===== src/rtl/alu_pkg.sv =====
// Shared definitions for the ALU front-end scheduler: opcodes, FSM encoding, default widths.
package alu_pkg;

    localparam int unsigned DEF_WIDTH   = 8;
    localparam int unsigned DEF_TIMEOUT = 64;
    localparam int unsigned OP_W        = 2;

    typedef logic [OP_W-1:0] op_t;

    localparam op_t OP_ADD = 2'b00;
    localparam op_t OP_SUB = 2'b01;
    localparam op_t OP_MUL = 2'b10;
    localparam op_t OP_DIV = 2'b11;

    typedef enum logic [1:0] {
        S_IDLE    = 2'b00,
        S_ISSUE   = 2'b01,
        S_WAIT    = 2'b10,
        S_RESPOND = 2'b11
    } sched_state_t;

    // A divide with a zero divisor is answered locally and never reaches the ALU.
    function automatic logic is_div_by_zero(input op_t op, input logic b_is_zero);
        return (op == OP_DIV) && b_is_zero;
    endfunction

endpackage


===== src/rtl/alu_scheduler_arb.sv =====
// Two-way round-robin arbiter; the pointer names the requester that wins a tie.
module rr_arbiter_2 (
    input  logic       clk,
    input  logic       rst_n,
    input  logic [1:0] req,
    input  logic       accept,
    output logic [1:0] grant_c
);

    logic ptr_q;

    // Pointer side first, the other side only if the pointer side is idle.
    always_comb begin
        grant_c = 2'b00;
        if (ptr_q == 1'b0) begin
            if (req[0]) begin
                grant_c = 2'b01;
            end else if (req[1]) begin
                grant_c = 2'b10;
            end
        end else begin
            if (req[1]) begin
                grant_c = 2'b10;
            end else if (req[0]) begin
                grant_c = 2'b01;
            end
        end
    end

    // After an accept the pointer moves to the requester that lost.
    always_ff @(posedge clk or negedge rst_n) begin
        if (!rst_n) begin
            ptr_q <= 1'b0;
        end else if (accept && (grant_c != 2'b00)) begin
            ptr_q <= grant_c[0];
        end
    end

endmodule


===== src/rtl/alu_scheduler.sv =====
// Shares one ALU between two requesters: arbitrate, issue, wait with timeout, respond.
module alu_scheduler
    import alu_pkg::*;
#(
    parameter int unsigned WIDTH   = DEF_WIDTH,
    parameter int unsigned TIMEOUT = DEF_TIMEOUT
) (
    input  logic                 clk,
    input  logic                 rst_n,

    input  logic                 req0_valid,
    output logic                 req0_ready,
    input  logic [1:0]           req0_op,
    input  logic [WIDTH-1:0]     req0_a,
    input  logic [WIDTH-1:0]     req0_b,

    input  logic                 req1_valid,
    output logic                 req1_ready,
    input  logic [1:0]           req1_op,
    input  logic [WIDTH-1:0]     req1_a,
    input  logic [WIDTH-1:0]     req1_b,

    output logic                 rsp0_valid,
    input  logic                 rsp0_ready,
    output logic [2*WIDTH-1:0]   rsp0_result,
    output logic                 rsp0_error,

    output logic                 rsp1_valid,
    input  logic                 rsp1_ready,
    output logic [2*WIDTH-1:0]   rsp1_result,
    output logic                 rsp1_error,

    output logic                 alu_start,
    output logic [1:0]           alu_opcode,
    output logic [WIDTH-1:0]     alu_a,
    output logic [WIDTH-1:0]     alu_b,
    input  logic                 alu_done,
    input  logic [2*WIDTH-1:0]   alu_result,

    output logic                 busy
);

    localparam int unsigned RES_W   = 2 * WIDTH;
    localparam int unsigned TIMER_W = $clog2(TIMEOUT + 1);

    sched_state_t        state_q, state_d;
    logic                owner_q, owner_d;
    op_t                 op_q, op_d;
    logic [WIDTH-1:0]    a_q, a_d;
    logic [WIDTH-1:0]    b_q, b_d;
    logic [TIMER_W-1:0]  timer_q, timer_d;
    logic [RES_W-1:0]    result_q, result_d;
    logic                error_q, error_d;
    logic                start_q, start_d;
    logic                rsp0_valid_q, rsp0_valid_d;
    logic                rsp1_valid_q, rsp1_valid_d;
    logic                busy_q, busy_d;

    logic [1:0]          req_c;
    logic [1:0]          grant_c;
    logic                accept_c;
    logic                owner_ready_c;
    op_t                 sel_op_c;
    logic [WIDTH-1:0]    sel_a_c;
    logic [WIDTH-1:0]    sel_b_c;

    // Requests are only visible to the arbiter while idle, so ready is low elsewhere.
    assign req_c    = {req1_valid, req0_valid} & {2{state_q == S_IDLE}};
    assign accept_c = |grant_c;

    rr_arbiter_2 u_arb (
        .clk     (clk),
        .rst_n   (rst_n),
        .req     (req_c),
        .accept  (accept_c),
        .grant_c (grant_c)
    );

    assign req0_ready = grant_c[0];
    assign req1_ready = grant_c[1];

    assign sel_op_c      = grant_c[1] ? op_t'(req1_op) : op_t'(req0_op);
    assign sel_a_c       = grant_c[1] ? req1_a : req0_a;
    assign sel_b_c       = grant_c[1] ? req1_b : req0_b;
    assign owner_ready_c = owner_q ? rsp1_ready : rsp0_ready;

    // Next-state and next-register values.
    always_comb begin
        state_d  = state_q;
        owner_d  = owner_q;
        op_d     = op_q;
        a_d      = a_q;
        b_d      = b_q;
        timer_d  = timer_q;
        result_d = result_q;
        error_d  = error_q;
        start_d  = 1'b0;

        unique case (state_q)
            S_IDLE: begin
                if (accept_c) begin
                    owner_d = grant_c[1];
                    op_d    = sel_op_c;
                    a_d     = sel_a_c;
                    b_d     = sel_b_c;
                    if (is_div_by_zero(sel_op_c, sel_b_c == '0)) begin
                        result_d = '0;
                        error_d  = 1'b1;
                        state_d  = S_RESPOND;
                    end else begin
                        start_d  = 1'b1;
                        state_d  = S_ISSUE;
                    end
                end
            end
            S_ISSUE: begin
                timer_d = '0;
                state_d = S_WAIT;
            end
            S_WAIT: begin
                // A done arriving on the timeout cycle still counts as success.
                if (alu_done) begin
                    result_d = alu_result;
                    error_d  = 1'b0;
                    state_d  = S_RESPOND;
                end else if (timer_q == TIMER_W'(TIMEOUT)) begin
                    result_d = '0;
                    error_d  = 1'b1;
                    state_d  = S_RESPOND;
                end else begin
                    timer_d  = timer_q + TIMER_W'(1);
                end
            end
            S_RESPOND: begin
                if (owner_ready_c) begin
                    state_d = S_IDLE;
                end
            end
            default: begin
                state_d = S_IDLE;
            end
        endcase

        rsp0_valid_d = (state_d == S_RESPOND) && (owner_d == 1'b0);
        rsp1_valid_d = (state_d == S_RESPOND) && (owner_d == 1'b1);
        busy_d       = (state_d != S_IDLE);
    end

    always_ff @(posedge clk or negedge rst_n) begin
        if (!rst_n) begin
            state_q      <= S_IDLE;
            owner_q      <= 1'b0;
            op_q         <= OP_ADD;
            a_q          <= '0;
            b_q          <= '0;
            timer_q      <= '0;
            result_q     <= '0;
            error_q      <= 1'b0;
            start_q      <= 1'b0;
            rsp0_valid_q <= 1'b0;
            rsp1_valid_q <= 1'b0;
            busy_q       <= 1'b0;
        end else begin
            state_q      <= state_d;
            owner_q      <= owner_d;
            op_q         <= op_d;
            a_q          <= a_d;
            b_q          <= b_d;
            timer_q      <= timer_d;
            result_q     <= result_d;
            error_q      <= error_d;
            start_q      <= start_d;
            rsp0_valid_q <= rsp0_valid_d;
            rsp1_valid_q <= rsp1_valid_d;
            busy_q       <= busy_d;
        end
    end

    // Only the owner's valid is raised, so both channels can share the payload registers.
    assign rsp0_valid  = rsp0_valid_q;
    assign rsp1_valid  = rsp1_valid_q;
    assign rsp0_result = result_q;
    assign rsp1_result = result_q;
    assign rsp0_error  = error_q;
    assign rsp1_error  = error_q;
    assign alu_start   = start_q;
    assign alu_opcode  = op_q;
    assign alu_a       = a_q;
    assign alu_b       = b_q;
    assign busy        = busy_q;

endmodule


===== config.mk =====
export PLATFORM = sky130hd
export DESIGN_NAME = alu_scheduler
export DESIGN_NICKNAME = d
export VERILOG_FILES = /design/src/rtl/alu_pkg.sv /design/src/rtl/alu_scheduler_arb.sv /design/src/rtl/alu_scheduler.sv
export SDC_FILE = /design/constraint.sdc
export NUM_CORES = 1
export LEC_CHECK = 0
export ABC_CLOCK_PERIOD_IN_PS = 1400
export CORE_MARGIN = 4
export CORE_UTILIZATION = 37
export CTS_CLUSTER_DIAMETER = 60
export DETAILED_ROUTE_END_ITERATION = 12
export MAX_ROUTING_LAYER = met4
export PLACE_DENSITY_LB_ADDON = 0.05
export RECOVER_POWER = 100
export REMOVE_ABC_BUFFERS = 1
export SLEW_MARGIN = 20
export SYNTH_ARGS = -nofsm -noshare
export SYNTH_HDL_FRONTEND = slang
export SYNTH_SLANG_ARGS = --single-unit

===== constraint.sdc =====
create_clock -name clk -period 1.4 [get_ports clk]
set_input_delay 0.21 -clock clk [delete_from_list [all_inputs] [get_ports clk]]
set_output_delay 0.21 -clock clk [all_outputs]
set_load 0.1 [all_outputs]

## After elaboration in Yosys (flattened, before gate mapping)

Index checks and enable logic that the tools add are counted.

| cells by class | value |
|---|---|
| add/sub/neg operators | 1 |
| equality and inequality tests | 11 |
| muxes and demuxes | 33 |
| bitwise operators | 2 |
| reduce and logical (&&, ||, !) cells | 14 |

Operators with widths:

| kind | count |
|---|---|
| $mux 16 | 4 |
| $pmux 16 s2 | 1 |
| $mux 2 | 10 |
| $mux 8 | 2 |
| $mux 7 | 2 |
| $pmux 7 s2 | 1 |
| $mux 1 | 11 |
| $eq 2x2->1 const B | 4 |
| $logic_not 8->1 | 1 |
| $pmux 2 s4 | 1 |
| $reduce_bool 2->1 | 4 |
| $add 7x1->7 const B | 1 |
| $eq 7x7->1 const B | 1 |
| $logic_and 1x1->1 | 4 |
| $ne 2x1->1 const B | 2 |
| $ne 2x2->1 const B | 2 |
| $reduce_and 4->1 | 1 |
| $ne 3x3->1 const B | 1 |
| $reduce_and 3->1 | 1 |
| $and 2x2->2 | 1 |
| $eq 2x1->1 const B | 1 |
| $logic_not 2->1 | 1 |
| $pmux 1 s2 | 1 |
| $reduce_and 2->1 | 1 |
| other kinds (2) | 2 |

| storage, ports and cells | value |
|---|---|
| flip-flop bits (word level) | 50 |
| logic and storage cells | 74 |

## Longest topological paths before layout

Gate-level depths: netlist of run 1.

| depth | value |
|---|---|
| depth after elaboration | 13 |
| gate-level depth with buffers | 7 |
| gate-level depth less buffers | 6 |

## By module

A second synthesis of run 1 with hierarchy kept.

| second synthesis, totals | value |
|---|---|
| cell total of the unflattened synthesis | 226 |
| area total of the unflattened synthesis | 2486.1 sq um |

By module, submodules not included:

| module | times used | cells an instance | area an instance (sq um) |
|---|---|---|---|
| alu_scheduler | 1 | 220 | 2431.1 |
| rr_arbiter_2 | 1 | 6 | 55.1 |

## Worst setup path after synthesis of run 1

No wires, ideal clock.

| timing path | value |
|---|---|
| path kind | register to output |
| start | register state_q[1] |
| end | output port req0_ready |
| data arrival time | 2.740 ns |
| required time | 1.190 ns |
| path slack | -1.550 ns |
| cell stages (with the launch flop) | 6 |
| buffers on the path | 1 |
| cells stage by stage | dfrtp_1 -> nor2_4 -> nand3_2 -> buf_2 -> inv_1 -> nor2_1 |

| on the way | value |
|---|---|
| longest elaborated chain between the ends | 5 |
| elaborated cells between the ends (all ways) | 6 |
| those cells by class | mux: 4; bitwise: 1; reduce/logical: 1 |

Ends and longest elaborated chain:

| element | line | RTL |
|---|---|---|
| start, declared | alu_scheduler.sv:46 | `sched_state_t state_q, state_d;` |
| start signal, assigned | alu_scheduler.sv:164 | `state_q <= state_d;` |
| $logic_not 2->1 * | alu_scheduler.sv:68 | `assign req_c = {req1_valid, req0_valid} & {2{state_q == S_IDLE}};` |
| $and 2x2->2 * | alu_scheduler.sv:68 |  |
| $mux 1 | alu_scheduler_arb.sv:24 | `end else if (req[0]) begin` |
| $mux 2 | alu_scheduler_arb.sv:22 | `if (req[1]) begin` |
| $mux 2 * | alu_scheduler_arb.sv:15 | `if (ptr_q == 1'b0) begin` |
| end, declared | alu_scheduler.sv:12 | `output logic req0_ready,` |

Every way passes the cells marked *; elsewhere a longest branch is shown, timed or not.

## Final worst setup path of run 1

| timing path | value |
|---|---|
| start | register state_q[1] |
| end | output port req1_ready |

| on the way | value |
|---|---|
| longest elaborated chain between the ends | 5 |
| elaborated cells between the ends (all ways) | 6 |
| those cells by class | mux: 4; bitwise: 1; reduce/logical: 1 |

Ends and longest elaborated chain:

| element | line | RTL |
|---|---|---|
| $logic_not 2->1 * | alu_scheduler.sv:68 |  |
| $and 2x2->2 * | alu_scheduler.sv:68 |  |
| $mux 2 | alu_scheduler_arb.sv:18 | `end else if (req[1]) begin` |
| $mux 2 | alu_scheduler_arb.sv:16 | `if (req[0]) begin` |
| $mux 2 * | alu_scheduler_arb.sv:15 |  |
| end, declared | alu_scheduler.sv:18 | `output logic req1_ready,` |

Marked as above.

==> results of run 1 <==
## per-stage QoR
step                      hold slack (ps)  util (%)
after floorplan                    -85.59         -
after global placement              158.1     68.03
after detailed placement            158.5     68.03
after CTS                           373.3     72.06
after global routing                365.5     74.97
final                               348.6     74.97
## critical path: stages (launching register included)
cell,delay (ps)
dfrtp_1,410
nor2_4,150
nand3_4,120
buf_12,170
clkinv_8,40
buf_6,80
buf_12,160
## path summary, 6_finish.rpt
path / start / end
hold / removal: rst_n / timer_q[5]$_DFFE_PN0P_
hold reg to reg: alu_a[7]$_DFFE_PN0P_ / alu_a[7]$_DFFE_PN0P_
setup / recovery: state_q[1]$_DFF_PN0_ / req1_ready
max in group asynchronous: rst_n / alu_b[7]$_DFFE_PN0P_
setup reg to reg: state_q[1]$_DFF_PN0_ / alu_opcode[0]$_DFFE_PN0P_
min in group clk: req0_b[1] / alu_b[1]$_DFFE_PN0P_
## timing repair
action,CTS,global route
hold buffers,1,0
setup endpoints to repair,43,48
hold endpoints to repair,13,0
buffers inserted,4,9
resized for setup,45,39
pin swaps,10,19
## cells in the mapped netlist, drive strengths merged (3+ instances only)
master / number / area share, %
a21oi: 4 / 0.81
buf: 25 / 7.1
mux2i: 22 / 9.5
o21ai: 26 / 5.9
a31oi: 3 / 0.76
nor2: 12 / 2.1
a22o: 16 / 5.7
nor2b: 4 / 1.0
nand2: 23 / 3.5
nand3: 11 / 2.4
dfrtp: 50 / 51
clkbuf: 3 / 0.46
inv: 8 / 1.2
## cell type report
| type | count | area [sq um] |
|---|---|---|
| timing repair buffer | 156 | 2125 |
| fill | 436 | 1608 |
| sequential | 50 | 1251 |
| multi-input combinational | 147 | 1209 |
| tap | 77 | 96.34 |
| clock buffer | 7 | 86.33 |
| inverter | 8 | 42.54 |
| clock inverter | 1 | 5.005 |
## registers in the layout, summed over array words and instances, names as in the netlist
register and cells:
rsp0_result 16, alu_a 8, alu_b 8, timer_q 7, alu_opcode 2, state_q 2
alu_start 1, busy 1, owner_q 1, rsp0_error 1, rsp0_valid 1, rsp1_valid 1
u_arb.ptr_q 1
## cells by family (layout without fill, tap and decap cells)
family	Yosys count	count (layout)	share of synthesized area, %
AND/OR/NAND/NOR	63	63	12.80
AO/OA/AOI/OAI	59	59	16.72
flip-flops	50	50	50.81
buffers and inverters	36	172	8.740
multiplexers	23	23	9.908
adder cells (fa/ha/maj)	2	2	1.016
## routing by layer
metal  track usage (%)  wire length, um
met5                 -                0
met4             5.142               98
met3             4.471              532
met2             29.72             3898
met1             21.38             2749
==> metrics, run 1 <==
Detail Route Antenna Nets=0; I/O Buffers=116; DRT iter0 DRCs=~110; antenna violations before repair=0; DRC Markers=0; critical path class=reg2out; max_slew headroom=between 60% and 70%; DR pass1 iterations=4; GRT Total Usage=about 18%; flop2flop setup slack=-230 ps; CP arrival=1440 ps; Unique masters post-synth=37; worst-path maximum fanout=3; Synth Register Bits=50; FFs w/ async S/R, synth=100.0%; Max Cap Viol=0; f_max=0.6070 GHz; die area=0.008025 sq mm; Warnings, synthesis=0; Critical Path Start Type=flip-flop; Final GP Congestion=0.8402; fin crit period=1647 ps; Post-Syn Area=0.002462 sq mm; area delta synth->final=95.53%; worst setup margin=-247.4 ps; DP Worst Slack=-662.9 ps; final WL=7278 um; Tightest Hold Check Type=in2async; setup TNS=-6745 ps; vias=2264; Finished Layout Cells=roughly 450; CTS H-Tree Depth=2; clk_lat worst skew=300 ps; failing checks=setup timing; most common cell after layout, fill and taps aside=buf_12; register area share after synthesis=50.81%; wire per inst=~16 um; Mean Syn Cell Area=10.57 sq um; maximum root-to-sink buffer count=2; TritonCTS clock tree=done; Post-synth EDFFs=0; Core Box Area=0.006422 sq mm; design area=0.004815 sq mm; die height=89.58 um; Area after DPL=0.004369 sq mm; crit share post-route=117.7%; Vias/cell=5.076; Post-layout nets=around 430; Die Span X=roughly 90 um; effective utilization at floorplan=about two fifths; io pins=117; final slew viol count=0; largest net degree at the start of global routing=22; vias in the first global route=2209; ys flop type=dfrtp_1; layout cells sized above 1=38.75%; placed cell count=427; CTS buffer count=5; clock-pin slew on the worst setup and hold paths=90 ps; Layout Skew=around 5.6 ps; first-pass GRT wire length=about 11000 um; DP Wirelength=5484 um; Slew @ Worst Pin=500.9 ps; gr ovfl total=0; cell count after synthesis=roughly 230; outcome=finished, violations left; Reg2Reg Depth=8; Root Driver=clkbuf_8; clk sinks=50; final setup violating endpoints=40; Worst EP required=approximately 1200 ps; # diodes=0; RSZ-0062 raised after global routing=yes; commonest non-fill, non-tap cells in the layout=62 x buf_12, 53 x clkdlybuf4s50_1, 50 x dfrtp_1; FP Rows=29; Crit. End Element=primary output; Final Hold Viols=0
Power of run 1 is left out: the tool's default activity adds up to more than one toggle a clock period on the data nets, which glitch-free logic cannot reach.
==> run 2, diff against run 1 <==
CAP_MARGIN = 5   (was unset)
RECOVER_POWER = unset   (was 100)
==> run 2 against run 1 <==
  * The run still ends with setup timing left
  * Hold slack about the same
  * Die area stayed put
  * Routed wire length barely moved
  * Global-route usage stayed put
  * Sequential share of layout area shrank 0.16 points
  * First-iteration DRC count shrank 5.7%
  * Non-clock buffer count unchanged
  * Setup slack barely moved
  * Critical path depth unchanged
  * Critical path type unchanged
  * Largest cell class unchanged
  * Highest routed layer unchanged
==> metrics, run 2 (synthesis results as in run 1) <==
CTS H-Tree Depth=2; Final GP Congestion=0.8402; critical-path cell list=nor2_4 > nand3_4 > buf_12 > clkinv_8 > buf_6 > buf_12; critical path class=reg2out; clock-pin slew on the worst setup and hold paths=80 ps; vias in the first global route=2209; I/O Buffers=116; Core Box Area=0.006422 sq mm; die height=89.58 um; FP Rows=29; final slew viol count=0; # diodes=0; CP delay by family, top=buffers and inverters; clk_lat worst skew=300 ps; CTS buffer count=5; Final Hold Viols=0; Root Driver=clkbuf_8; worst-path maximum fanout=3; Die Span X=89.58 um; clk sinks=50; Worst EP required=1190 ps; Crit. End Element=primary output; f_max=between 0.6 and 0.7 GHz; largest net degree at the start of global routing=22; max_slew headroom=between 70 and 80%; most common cell after layout, fill and taps aside=buf_12; Post-layout nets=429; effective utilization at floorplan=38.34%; min-delay src=req0_b[1]; Area after DPL=0.004369 sq mm; DP Wirelength=5484 um; DR pass1 iterations=4; Tightest Hold Check Type=in2reg; DRC Markers=0; Layout Skew=5.609 ps; worst setup margin=-247.5 ps; setup TNS=-6731 ps; RSZ-0062 raised after global routing=yes; WP buf/inv=4; DRT iter0 DRCs=about 100; CP startpoint=state_q[1]$_DFF_PN0_; first-pass GRT wire length=around 11000 um; reg-to-reg startpoint=state_q[1]$_DFF_PN0_; die area=0.008025 sq mm; design area=0.004845 sq mm; vias=2263; io pins=117; most used cell, CP=buf_12; layout cells sized above 1=38.75%; antenna violations before repair=0; max FFs per register=16; Vias/cell=approximately 5.1; crit share post-route=117.7%; CP arrival=1440 ps; outcome=finished, violations left; Critical Path Start Type=flip-flop; Max Cap Viol=0; maximum root-to-sink buffer count=2; wire per inst=approximately 16 um; final WL=~7300 um; failing checks=setup timing; Worst path max stage delay=410 ps; fin crit period=1647 ps; Slew @ Worst Pin=416.8 ps; final setup violating endpoints=40; TritonCTS clock tree=done; area delta synth->final=96.75%; GRT Total Usage=17.84%; Slowest-stage cell, CP=dfrtp_1; commonest non-fill, non-tap cells in the layout=64 x buf_12, 53 x clkdlybuf4s50_1, 50 x dfrtp_1; Detail Route Antenna Nets=0; gr ovfl total=0
run 2: cell count changes in the layout (fill, tap and decap cells not counted):
cell	before	now
buf_12	62	64
clkbuf_2	3	0
buf_2	0	1
run 2: per-stage QoR:
| stage | util, % | std cells | hold WS, ps | worst slack [ps] |
|---|---|---|---|---|
| 2_1_floorplan | - | 205 | -85.59 | -2175 |
| 3_3_place_gp | 68.03 | 427 | 158.1 | -559.1 |
| 3_5_place_dp | 68.03 | 427 | 158.5 | -662.9 |
| 4_1_cts | 72.06 | 440 | 373.3 | -266.5 |
| 5_1_grt | 75.43 | 446 | 365.5 | -314.5 |
| 6_report | 75.43 | 446 | 348.6 | -247.5 |
run 2: worst paths after layout:
| kind | endpoint | depth (start not counted) | slack [ps] |
|---|---|---|---|
| max | req1_ready | 6 | -250 |
| min | alu_b[1]$_DFFE_PN0P_ | 3 | 350 |
| max reg2reg | alu_opcode[0]$_DFFE_PN0P_ | 8 | -230 |
| min reg2reg | alu_a[6]$_DFFE_PN0P_ | 2 | 550 |
| max in group asynchronous | alu_b[7]$_DFFE_PN0P_ | 3 | 590 |
| min in group asynchronous | timer_q[5]$_DFFE_PN0P_ | 2 | 370 |
run 2: area by class of cell:
class,instances,area [sq um]
repair buffers,156,2155
fillers,433,1578
flip-flops and latches,50,1251
multi-input cells,147,1209
well taps,77,96.34
clock buffers,7,86.33
inverters,8,42.54
clock inverters,1,5.005
run 2: repair_timing:
action	CTS	global route
hold buffers	1	0
resized for setup	45	39
buffers inserted	4	9
endpoints found under the setup margin	43	48
hold endpoints to repair	13	0
pin swaps	10	19
run 2: worst min-delay path, cell delays in order:
cell	delay (ps)
dlymetal6s2s_1	160
mux2i_1	110
o21ai_1	120
run 2: per-layer routing:
metal,global-route usage (%),up-vias,part of all wire [%]
li1,-,1085,-
met1,21.38,1078,38
met2,29.72,90,53
met3,4.471,10,7.3
met4,5.142,0,1.3
met5,-,-,0
Power of run 2 is left out for the same reason.
